**src/rtl/pwm_moto_decoder.sv**
```systemverilog
// rtl/pwm_moto_decoder.sv - recovers direction, period and high time from motor drive lines
module pwm_moto_decoder #(
    parameter int CNT_W   = 16,
    parameter int TIMEOUT = 1024
) (
    input  logic             sys_clk,
    input  logic             sys_rst,
    input  logic             moto_a,
    input  logic             moto_b,
    output logic             meas_valid,
    output logic [CNT_W-1:0] period,
    output logic [CNT_W-1:0] high_time,
    output logic             direction,
    output logic             running,
    output logic             stalled,
    output logic             fault
);

    localparam logic [CNT_W-1:0] CNT_MAX = '1;
    // A timeout beyond the counter range is clamped so a saturated counter still trips it.
    localparam logic [CNT_W-1:0] TO_VAL =
        (longint'(TIMEOUT) >= ((longint'(1) << CNT_W) - 1)) ? CNT_MAX : CNT_W'(TIMEOUT);

    typedef enum logic [1:0] {IDLE, HIGH, LOW} state_t;

    state_t           state;
    logic             a1, a2, b1, b2, pwm_d;
    logic             dir_cur;
    logic [CNT_W-1:0] per_cnt, hi_cnt;
    logic             pwm, rise, fall, dual, timeout;

    always_comb begin
        pwm     = a2 | b2;
        rise    = pwm & ~pwm_d;
        fall    = ~pwm & pwm_d;
        dual    = a2 & b2;
        timeout = (per_cnt >= TO_VAL);
    end

    always_ff @(posedge sys_clk or posedge sys_rst) begin
        if (sys_rst) begin
            a1      <= 1'b0;
            a2      <= 1'b0;
            b1      <= 1'b0;
            b2      <= 1'b0;
            pwm_d   <= 1'b0;
            per_cnt <= '0;
            hi_cnt  <= '0;
        end else begin
            a1    <= moto_a;
            a2    <= a1;
            b1    <= moto_b;
            b2    <= b1;
            pwm_d <= pwm;
            if (dual) begin
                per_cnt <= '0;
                hi_cnt  <= '0;
            end else if (rise) begin
                per_cnt <= CNT_W'(1);
                hi_cnt  <= CNT_W'(1);
            end else begin
                if (per_cnt != CNT_MAX)
                    per_cnt <= per_cnt + 1'b1;
                // pwm stays low from the fall until the next rise, so hi_cnt holds there.
                if (pwm && hi_cnt != CNT_MAX)
                    hi_cnt <= hi_cnt + 1'b1;
            end
        end
    end

    always_ff @(posedge sys_clk or posedge sys_rst) begin
        if (sys_rst) begin
            state      <= IDLE;
            dir_cur    <= 1'b0;
            meas_valid <= 1'b0;
            period     <= '0;
            high_time  <= '0;
            direction  <= 1'b0;
            running    <= 1'b0;
            stalled    <= 1'b0;
            fault      <= 1'b0;
        end else begin
            meas_valid <= 1'b0;
            fault      <= 1'b0;
            if (dual) begin
                fault   <= 1'b1;
                running <= 1'b0;
                state   <= IDLE;
            end else begin
                case (state)
                    IDLE: begin
                        if (rise) begin
                            dir_cur <= b2;
                            stalled <= 1'b0;
                            state   <= HIGH;
                        end
                    end
                    HIGH: begin
                        if (timeout) begin
                            stalled <= 1'b1;
                            running <= 1'b0;
                            state   <= IDLE;
                        end else if (fall) begin
                            state <= LOW;
                        end
                    end
                    LOW: begin
                        if (rise) begin
                            state <= HIGH;
                            if (b2 == dir_cur) begin
                                meas_valid <= 1'b1;
                                period     <= per_cnt;
                                high_time  <= hi_cnt;
                                direction  <= dir_cur;
                                running    <= 1'b1;
                            end else begin
                                dir_cur <= b2;
                            end
                        end else if (timeout) begin
                            stalled <= 1'b1;
                            running <= 1'b0;
                            state   <= IDLE;
                        end
                    end
                    default: state <= IDLE;
                endcase
            end
        end
    end

endmodule

```
**config.mk**
```make
export PLATFORM = sky130hd
export DESIGN_NAME = pwm_moto_decoder
export DESIGN_NICKNAME = d
export VERILOG_FILES = /design/src/rtl/pwm_moto_decoder.sv
export SDC_FILE = /design/constraint.sdc
export NUM_CORES = 1
export LEC_CHECK = 0
export ABC_AREA = 1
export CORE_UTILIZATION = 47
export DETAILED_ROUTE_END_ITERATION = 8
export HOLD_SLACK_MARGIN = 0.15
export PLACE_DENSITY = 0.78
export SYNTH_ARGS = -nofsm -noshare
export SYNTH_HDL_FRONTEND = slang
export SYNTH_SLANG_ARGS = --single-unit
```
**constraint.sdc**
```tcl
create_clock -name sys_clk -period 3 [get_ports sys_clk]
set_input_delay 0.6 -clock sys_clk [delete_from_list [all_inputs] [get_ports sys_clk]]
set_output_delay 0.6 -clock sys_clk [all_outputs]
set_load 0.05 [all_outputs]
```
==> reports/metrics.cfg <==
[sta]
fmax_ghz=0.469
rsz0062_at_grt=no
slew_headroom_pct=47.5
worstMarginPinSlew_ps=785
min_period_ps=2130
fin_tns_setup_ps=0
finalMaxSlewViolations=0
hold_viol_final=0
finalClockSkew_ps=9.46
fin_crit_sh_pct=71.1
finalSetupViolCount=0

[power_and_ir_drop]
p_leak_nw=2.07
peakVddDrop_v=0.000416
p_int_mw=1.93
pwr-share-seq_pct=41.5
comb_power_share_pct=36.8
pwr_density_cell_nw_per_um2=726
p_switching_mw=1.29
power_switching_share_pct=40.1
power.share.clock_pct=21.7

[die]
die_h_um=91.2
dieArea_sq_um=8310
core_sq_um=7730
start_util_pct=48.4
std_cell_rows=32
fp.dieW_um=91.2
io_pins=41

[global_route]
antenna_found_initial=0
grtUsageTotal_pct=20.8
grt_max_degree=34
grt_pass1_vias=3095
grt_pass1_wl_um=13900
overflow=0

[critical_path]
r2r_cells=6
crit_buf_inv=1
path_cells=clkdlybuf4s50_1
cp_max_fo=3
cp-start-kind=flop
path_depth=1
r2r_start=b2
cp_slowest_cell=clkdlybuf4s50_1
required_ps=2400
cp.arrival_ps=1530
end_kind=output pin
slowest_delay_ps=820
critical_path.top_delay_family=buffers and inverters
startpoint=running
crit_type=flop to output pin

[status]
status=completed

[worst_hold_path]
worstHoldStart=a1
min_delay_path_depth=0
min-delay-path-class=flop to flop

[job]
maxCapViolations=0

[cts]
insertion_delay_ps=350
clockBufferDepth=2
cts.clk_slew.worst_paths_ps=80
cts_tree=done
cts_hold_buf=0
cts_resized=0
clock-sinks=77
htreeDepth=3
numCtsBuffers=9
cts_root_buf=clkbuf_8
postCtsSetupBuffers=0

[detailed_routing]
routed_wl_um=7730
drtAntennaViolNets=0
drt_first_pass_iters=5
drc=0
vias=3126
wl_per_cell_um=12.5
routed_via_density=5.07
drt-initial-drc-count=279

[synth]
synth_cell_types=29
syn_inst=464
yosysSeqAreaShare_pct=51.5
synth_seq_cells=77
synthesis.nets=475
synth.avg_cell_area_sq_um=8.06
syn-cell-area_sq_um=3740
yosysWarnings=0

[cells_and_area]
n_antenna_cell=0
drive_gt1_share_pct=6.80
syn2layout_area_growth_pct=18.5
final_core_util_pct=57.3
final_nets=521

[place]
gp_congestion=0.863
port_buffers=40
hpwl_um=5640

-- layout make-up --
| cell class | instances | area [sq um] |
|---|---|---|
| Clock buffer | 10 | 138 |
| Clock inverter | 6 | 38.8 |
| Fill cell | 706 | 3300 |
| Inverter | 64 | 240 |
| Multi-Input combinational cell | 313 | 1510 |
| Sequential cell | 77 | 1930 |
| Tap cell | 102 | 128 |
| Timing Repair Buffer | 45 | 450 |
-- power by group through the flow --
stage / combinational, mW / sequential (mW) / clock, mW
after floorplan: 0.331 / 1.83 / 0
after global placement: 1.17 / 1.35 / 0
after detailed placement: 1.19 / 1.35 / 0
after CTS: 1.19 / 1.34 / 0.717
after global routing: 1.27 / 1.36 / 0.749
final: 1.19 / 1.33 / 0.697
-- kinds of logic after synthesis --
kind of cell	after synthesis	synth area share [%]
adder cells (fa/ha/maj)	7	2.34
AO/OA/AOI/OAI	66	9.00
flip-flops	77	51.5
multiplexers	1	0.301
XOR/XNOR	6	1.41
buffers and inverters	74	8.27
AND/OR/NAND/NOR	233	27.1
-- Yosys cell counts (all sizes together) --
library cell	n	area, sq um
nand3b	1	7.51
nand4	9	56.3
ha	7	87.6
nand3	40	200
buf	9	65.1
mux2	1	11.3
clkbuf	1	3.75
nand2	93	354
a31oi	2	12.5
inv	64	240
a21oi	32	160
o41ai	1	8.76
xor2	5	43.8
or2	2	12.5
nor2	79	333
o21ai	31	155
nor3	8	45.0
and3	1	6.26
dfrtp	77	1930
xnor2	1	8.76
-- final timing paths --
check                            end  slack [ps]
hold / removal                    a2         350
setup / recovery             running         870
hold reg to reg                   a2         350
max in group asynchronous      fault        1750
setup reg to reg           hi_cnt[2]         930
min in group asynchronous  period[4]         650
-- routing by layer --
layer  track usage (%)  vias up  wire length (um)
met2              33.5       70              3540
met5                 0        -                 0
met3              4.19        9               277
met4              6.61        0               119
met1              28.4     1463              3790
li1                  -     1584                 -
-- registers in the layout, summed over array words and instances (netlist names), 2 cells and up --
| register | cells |
|---|---|
| hi_cnt | 16 |
| high_time | 16 |
| state | 2 |
| period | 16 |
| per_cnt | 16 |
-- metrics by stage --
| stage | cell area [sq um] | std cells | total power, mW | hold WS (ps) | setup slack [ps] |
|---|---|---|---|---|---|
| after global placement | 4250 | 601 | 2.52 | 333 | 1010 |
| final | 4430 | 617 | 3.22 | 352 | 866 |
| after global routing | 4430 | 617 | 3.38 | 358 | 657 |
| after CTS | 4430 | 617 | 3.25 | 353 | 843 |
| after detailed placement | 4250 | 601 | 2.54 | 335 | 930 |
| after floorplan | 3740 | 464 | 2.16 | 331 | 433 |
-- cells in the final DEF, fill, tap and decap left out, types with 2 or more instances in the layout --
| cell type | instances |
|---|---|
| nor2_4 | 2 |
| nand2_2 | 2 |
| clkinv_2 | 3 |
| buf_4 | 4 |
| dfrtp_1 | 77 |
| nor2_1 | 74 |
| a21oi_1 | 32 |
| nand4_1 | 9 |
| or2_2 | 2 |
| clkbuf_8 | 10 |
| xor2_1 | 5 |
| inv_1 | 61 |
| o21ai_1 | 2 |
| a31oi_1 | 2 |
| nor2_2 | 2 |
| nand2_1 | 91 |
| inv_2 | 3 |
| ha_1 | 7 |
| clkdlybuf4s50_1 | 40 |
| clkinvlp_4 | 2 |
| nand3_1 | 40 |
| o21ai_0 | 29 |
| nor3_1 | 7 |
(Power assumes the default switching activity.)
